<file path="config.mk">
export PLATFORM = sky130hd
export DESIGN_NAME = data_mem_arbiter
export DESIGN_NICKNAME = d
export VERILOG_FILES = /design/src/rtl/data_mem_pkg.sv /design/src/rtl/rr_arbiter2.sv /design/src/rtl/data_mem_arbiter.sv
export SDC_FILE = /design/constraint.sdc
export NUM_CORES = 1
export LEC_CHECK = 0
export BUFFER_PORTS_ARGS = -buffer_cell sky130_fd_sc_hd__buf_2
export CORE_UTILIZATION = 40
export CTS_BUF_LIST = sky130_fd_sc_hd__clkbuf_16
export CTS_CLUSTER_DIAMETER = 50
export DETAILED_ROUTE_END_ITERATION = 8
export GPL_ROUTABILITY_DRIVEN = 0
export GPL_TIMING_DRIVEN = 0
export PLACE_DENSITY = 0.75
export SLEW_MARGIN = 40
export SYNTH_ARGS = -nofsm -noshare
export SYNTH_HDL_FRONTEND = slang
export SYNTH_SLANG_ARGS = --single-unit
</file>
<file path="constraint.sdc">
create_clock -name clk -period 2 [get_ports clk]
set_input_delay 0.4 -clock clk [delete_from_list [all_inputs] [get_ports clk]]
set_output_delay 0.4 -clock clk [all_outputs]
set_load 0.03 [all_outputs]
</file>
<file path="src/rtl/data_mem_pkg.sv">
// Shared types and constants for the data-memory arbiter.
package data_mem_pkg;

   typedef enum logic [1:0] {
      IDLE   = 2'd0,
      ACCESS = 2'd1,
      DONE   = 2'd2
   } state_t;

   localparam logic PORT_CORE = 1'b0;
   localparam logic PORT_DBG  = 1'b1;

   localparam int unsigned ADDR_W_DEF = 32;
   localparam int unsigned DATA_W_DEF = 32;

endpackage

</file>
<file path="src/rtl/rr_arbiter2.sv">
// Combinational two-way round-robin pick: on contention the port that was not
// granted last wins.
module rr_arbiter2
   import data_mem_pkg::*;
(
   input  logic req0,
   input  logic req1,
   input  logic last_gnt,
   output logic gnt_valid,
   output logic gnt_id
);

   always_comb begin
      gnt_valid = req0 | req1;
      gnt_id    = PORT_CORE;
      if (req0 && req1)
         gnt_id = ~last_gnt;
      else if (req1)
         gnt_id = PORT_DBG;
   end

endmodule

</file>
<file path="src/rtl/data_mem_arbiter.sv">
// Shares one Data_Memory between the core load/store port (0) and the
// debug/DMA loader (1) with req/ack handshakes and a fixed access window.
module data_mem_arbiter
   import data_mem_pkg::*;
#(
   parameter int unsigned ADDR_W  = ADDR_W_DEF,
   parameter int unsigned DATA_W  = DATA_W_DEF,
   parameter int unsigned ACC_CYC = 1
) (
   input  logic              clk,
   input  logic              rst,
   input  logic              req0,
   input  logic              we0,
   input  logic [ADDR_W-1:0] addr0,
   input  logic [DATA_W-1:0] wdata0,
   output logic              ack0,
   input  logic              req1,
   input  logic              we1,
   input  logic [ADDR_W-1:0] addr1,
   input  logic [DATA_W-1:0] wdata1,
   output logic              ack1,
   output logic [DATA_W-1:0] rdata,
   output logic              dm_wr,
   output logic              dm_rd,
   output logic [ADDR_W-1:0] alu_out,
   output logic [DATA_W-1:0] crt,
   input  logic [DATA_W-1:0] data_rd,
   output logic              busy
);

   localparam logic [3:0] CNT_LAST = 4'(ACC_CYC - 1);

   state_t            state, state_nxt;
   logic [3:0]        cnt;
   logic              last_gnt;
   logic              id_q;
   logic              we_q;
   logic              gnt_valid;
   logic              gnt_id;
   logic              sel_we;
   logic [ADDR_W-1:0] sel_addr;
   logic [DATA_W-1:0] sel_wdata;

   rr_arbiter2 u_rr (
      .req0      (req0),
      .req1      (req1),
      .last_gnt  (last_gnt),
      .gnt_valid (gnt_valid),
      .gnt_id    (gnt_id)
   );

   always_comb begin
      sel_we    = we0;
      sel_addr  = addr0;
      sel_wdata = wdata0;
      if (gnt_id == PORT_DBG) begin
         sel_we    = we1;
         sel_addr  = addr1;
         sel_wdata = wdata1;
      end
   end

   always_ff @(posedge clk) begin
      if (rst)
         state <= IDLE;
      else
         state <= state_nxt;
   end

   always_comb begin
      state_nxt = state;
      case (state)
         IDLE:    if (gnt_valid) state_nxt = ACCESS;
         ACCESS:  if (cnt == CNT_LAST) state_nxt = DONE;
         DONE:    state_nxt = IDLE;
         default: state_nxt = IDLE;
      endcase
   end

   // Strobes and acks decode straight from the state register, so a reset
   // edge drops them in the same cycle as the state returns to IDLE.
   always_comb begin
      dm_wr = 1'b0;
      dm_rd = 1'b0;
      ack0  = 1'b0;
      ack1  = 1'b0;
      busy  = (state != IDLE);
      if (state == ACCESS) begin
         dm_wr = we_q;
         dm_rd = ~we_q;
      end
      if (state == DONE) begin
         ack0 = (id_q == PORT_CORE);
         ack1 = (id_q == PORT_DBG);
      end
   end

   // alu_out doubles as the latched address; crt only reloads for writes.
   always_ff @(posedge clk) begin
      if (rst) begin
         cnt      <= '0;
         last_gnt <= PORT_DBG;
         id_q     <= PORT_CORE;
         we_q     <= 1'b0;
         alu_out  <= '0;
         crt      <= '0;
         rdata    <= '0;
      end else begin
         case (state)
            IDLE: begin
               if (gnt_valid) begin
                  id_q     <= gnt_id;
                  last_gnt <= gnt_id;
                  we_q     <= sel_we;
                  alu_out  <= sel_addr;
                  if (sel_we)
                     crt <= sel_wdata;
                  cnt <= '0;
               end
            end
            ACCESS: begin
               cnt <= cnt + 4'd1;
               if (cnt == CNT_LAST && !we_q)
                  rdata <= data_rd;
            end
            default: ;
         endcase
      end
   end

endmodule

</file>
Word level (Yosys, flattened, before mapping)

Cells that the tools add are included.

Register bits after elaboration: 105
Output and inout port bits: 101
Input port bits: 166
Logic and storage cells: 43

Reductions and logical operators: 12
Add/sub/neg operators: 1
Equal/unequal tests: 4
Mux-type cells: 14
Bitwise logic cells: 4

Operators with widths:

| operator                                             | count |
|---|---|
| two-way mux 32 bit                                   | 2 |
| case mux 4 bit (2 select lines)                      | 1 |
| AND reduction 2 bit                                  | 4 |
| two-way mux 1 bit                                    | 7 |
| adder 4 x 1 -> 4 bit (second input constant)         | 1 |
| logical NOT 4 bit                                    | 1 |
| two-way mux 2 bit                                    | 2 |
| two-way mux 4 bit                                    | 1 |
| case mux 2 bit (2 select lines)                      | 1 |
| nonzero test 2 bit                                   | 2 |
| NOT 1 bit                                            | 3 |
| AND reduction 3 bit                                  | 1 |
| equality test 2 x 1 -> 1 bit (second input constant) | 1 |
| equality test 2 bit (second input constant)          | 1 |
| logical AND 1 bit                                    | 2 |
| logical NOT 2 bit                                    | 1 |
| != test 2 x 1 -> 1 bit (second input constant)       | 1 |
| != test 2 bit (second input constant)                | 1 |
| logical NOT 1 bit                                    | 1 |
| OR 1 bit                                             | 1 |

Logic depth before layout (Yosys ltp)

Depth after elaboration: 4
Depth in mapped cells: 8
Mapped depth without buffers: 6

Modules after synthesis

From an unflattened synthesis, not the netlist that was laid out.

Cells, all modules: 483
Area total of the unflattened synthesis: 4,904.7 um^2

Modules (own cells, without submodules):

| module           | seq. area each (um^2) | cells each | area an instance (um^2) | instances |
|---|---|---|---|---|
| data_mem_arbiter | 2,102.0               | 481        | 4,890.9                 | 1 |
| rr_arbiter2      | 0.0                   | 2          | 13.8                    | 1 |

Worst setup path after synthesis

OpenSTA, ideal clock, no wires.

Path type: register -> register
Start: reg cnt[0]
End: reg rdata[2]
Slack: 282 ps
Path buffers: 2
Arrival: 1,585 ps
Clock period less this slack: 1,718 ps
Setup time: 132 ps
Required time: 1,868 ps
Stages on the path, launching flop included: 9
Path through: dfxtp_1 inv_1 ha_1 or3b_4 or3_1 buf_2 buf_6 nand2_1 a21oi_1

Cells in the longest elaborated chain, start to end: 3

Ends and longest elaborated chain:

| element                              | RTL line                | RTL |
|---|---|---|
| from (decl)                          | data_mem_arbiter.sv:34  | `logic [3:0] cnt;` |
| from (signal assigned)               | data_mem_arbiter.sv:122 | `cnt <= cnt + 4'd1;` |
| logical NOT 4 bit                    | data_mem_arbiter.sv:123 | `if (cnt == CNT_LAST && !we_q)` |
| logical AND 1 bit                    | data_mem_arbiter.sv:123 |  |
| AND reduction 2 bit (no source line) | --                      |  |
| to (signal assigned)                 | data_mem_arbiter.sv:124 | `rdata <= data_rd;` |
| to (decl)                            | data_mem_arbiter.sv:22  | `output logic [DATA_W-1:0] rdata,` |

No other way between the ends.
A chain may end at the register's enable or synchronous reset.

Worst setup path after layout

Start: reg state[0]
End: out dm_wr

Cells in the longest elaborated chain, start to end: 2

Ends and longest elaborated chain:

| element                      | RTL line               | RTL |
|---|---|---|
| from (decl)                  | data_mem_arbiter.sv:33 | `state_t state, state_nxt;` |
| from (signal assigned)       | data_mem_arbiter.sv:67 | `state <= state_nxt;` |
| equality test 2 x 1 -> 1 bit | data_mem_arbiter.sv:88 | `if (state == ACCESS) begin` |
| two-way mux 1 bit            | data_mem_arbiter.sv:88 |  |
| to (decl)                    | data_mem_arbiter.sv:23 | `output logic dm_wr,` |

No other way between the ends.

==> summary.txt <==
Worst setup path
  – CP endpoint kind: primary output
  – Crit Path Class: flip-flop to primary output
  – R2R Path End: rdata[16]
  – Required @ worst endpoint: 1600 ps
  – CP Launch Type: flip-flop
  – Max FO, Critical Path: 7
  – Start point of the critical path: state[0]
  – Reg2reg start: cnt[0]
  – FF-to-FF path depth: 8
  – CP endpoint: dm_wr
  – CP arrival: around 1500 ps
  – Reg2Reg Setup Slack: about 160 ps

Clocking
  – CTS root buf: clkbuf_16
  – Clock sink total: ~110
  – Clock latency on the worst-skew pair: between 300 and 400 ps
  – Clock slew at reported path FFs: ~70 ps
  – Num CTS Buffers: 9
  – H-tree levels: 3
  – Setup Fix Bufs, Post-CTS: 0
  – CTS max path bufs: 2
  – CTS tree: yes

Placed design
  – Port Buffers: about 270
  – DP HPWL: 10200 µm

Finish
  – Share of cells above drive strength 1: 0.412
  – Net count, final: 922
  – ANT cells: 0
  – Most frequent cells in the layout: buf_2, dfxtp_1, nor2_1, nand2_1, a211oi_1
  – Area grow syn2layout: 41.1%
  – Leading cell type in the layout, fill and taps excluded: buf_2

Timing
  – Final worst-path cycle share: 0.935
  – Final Skew: between 8 and 9 ps
  – Final setup fails: 0
  – Slew Limit Headroom: 0.596
  – Setup TNS: 0 ps
  – Worst-Margin Slew: about 600 ps
  – Hold_ws: around 300 ps
  – RSZ-0062 raised after global routing: no
  – Post-route minimum period: between 1500 and 2000 ps
  – Fmax: around 530 MHz
  – Max-slew violation count: 0
  – Final Hold Violating Endpoints: 0

Routing
  – Total wire length: 12700 µm
  – Remaining antenna violation count after routing: 0
  – Avg WL per Cell: 14.2 µm
  – Drt via density: around 4.9
  – Vias after detailed routing: 4398
  – Post-route DRC: 0
  – Initial DRC Count: between 200 and 250
  – Drt pass-1 iters: 5

Die
  – Die area: ~11000 µm²
  – Std-Cell Rows: 37
  – Die width: between 100 and 150 µm
  – Die height: 107 µm
  – Core ar.: between 10000 and 15000 µm²
  – Top-Level Pins: ~270
  – Starting Density: 0.419

Pwr
  – Lkg Pwr: between 2 and 3 nW
  – P per Cell Area: 943 nW/µm²
  – Maximum VDD drop: between 500 and 600 µV

Global routing
  – Pin count of the biggest net entering global routing: 19
  – Vias in the first global route: 4160
  – GR Overflow Total: 0
  – Initial antenna violation count: 0
  – Global Route Usage Sum: 0.212
  – First-pass GRT wire length: 19100 µm

Synth
  – Avg Inst Size Synth: 9.16 µm²
  – Netlist Area Pre-Place: 4380 µm²
  – Synth warnings: 0
  – Synth Instances: roughly 480
  – Net Count, Synth: roughly 650
  – Sequential area share after synthesis: 0.480
  – Yosys reg bits: 105
  – Post-synth cell types: 33

Min path
  – HP Class: input pin to flip-flop

Flow run
  – Max-cap violations: 0

Outcome
  – Status: finished clean
-- per-stage QoR --
stage	utilization	cells	setup WS, ps	area (µm²)	total power (W)
after CTS	0.591	895	37.4	6180	0.00587
after floorplan	-	478	282	4380	0.00353
after global routing	0.591	895	28.5	6180	0.00611
after global placement	0.562	879	205	5880	0.00404
final	0.591	895	130	6180	0.00583
after detailed placement	0.562	879	176	5880	0.00409
-- synthesized netlist by cell type --
library cell  number  area (µm²)
or2_2              1        6.26
o21a_1             1        7.51
and2_1             1        6.26
nand2_1           68         255
nand3_1            2        10.0
mux2i_1           64         641
dfxtp_1          105        2100
clkbuf_1          14        52.6
ha_1               2        25.0
a211oi_1          65         488
and3b_1            1        8.76
nor4bb_1           1        10.0
a31oi_1            2        12.5
a21oi_1           38         190
a41oi_1            1        8.76
clkbuf_2           1        5.00
buf_2             12        60.1
buf_6              3        33.8
nor3_1             2        10.0
nor2b_1            1        6.26
nor2_1            68         255
or3b_4             1        11.3
or3_1              1        6.26
a22oi_1            1        7.51
xor2_1             1        8.76
buf_4             11        82.6
nor3b_1            2        15.0
mux2_2             1        11.3
a21boi_2           1        11.3
nor3_2             1        10.0
o21ai_0            1        5.00
inv_1              3        11.3
nand2b_1           1        6.26
-- how the worst min path moves through the flow --
stage | endpoint | slack, ps | startpoint | cells past startpoint
floorplan | cnt[3] | 440 | cnt[3] | 1
global placement | rdata[31] | 440 | rdata[31] | 2
detailed placement | rdata[23] | 440 | rdata[23] | 2
CTS | rdata[8] | 290 | data_rd[8] | 3
global route | rdata[31] | 290 | data_rd[31] | 3
finish | rdata[18] | 300 | data_rd[18] | 3
-- worst max-delay path, stage by stage, from the launching register on --
cell and delay [ps]:
dfxtp_1 450, nor2b_2 320, and2_1 160, buf_2 200
-- registers in the layout, summed over array words and instances (netlist names) --
signal / flops
alu_out: 32
crt: 32
rdata: 32
cnt: 4
state: 2
id_q: 1
last_gnt: 1
we_q: 1
-- logic make-up (layout without fill, tap and decap cells) --
group	Yosys count	after routing	synth area share
AND/OR/NAND/NOR	151	151	0.141
buffers and inverters	44	325	0.0560
adder cells (fa/ha/maj)	2	2	0.00571
multiplexers	65	65	0.149
AO/OA/AOI/OAI	110	110	0.167
XOR/XNOR	1	1	0.00200
flip-flops	105	105	0.480
-- where the power goes --
| group | switching, W | internal, W |
|---|---|---|
| registers | 0.000120 | 0.00231 |
| clock network | 0.000810 | 0.000988 |
| logic | 0.00103 | 0.000575 |
| total | 0.00196 | 0.00388 |
-- layout make-up --
type / count / area [µm²]
buffer: 41 / 234
clock buffer: 9 / 225
tap: 136 / 170
clock inverter: 7 / 76.3
inverter: 3 / 11.3
sequential: 105 / 2100
timing repair buffer: 265 / 1330
multi-input combinational: 329 / 2040
fill: 948 / 4280
-- metal layers --
layer  share of wire  up-vias  track usage  wire (µm)
met5               0        -            0          0
met4           0.017        0       0.0753        216
met3           0.052       18       0.0371        655
met2            0.51      161        0.394       6520
met1            0.42     1995        0.240       5330
li1                -     2224            -          -
-- repair_timing --
item | in CTS | in global routing
hold buffers | 0 | 0
endpoints found under the setup margin | 0 | 1
gates resized for setup | 0 | 1
Power figures use the tool's default switching activity.
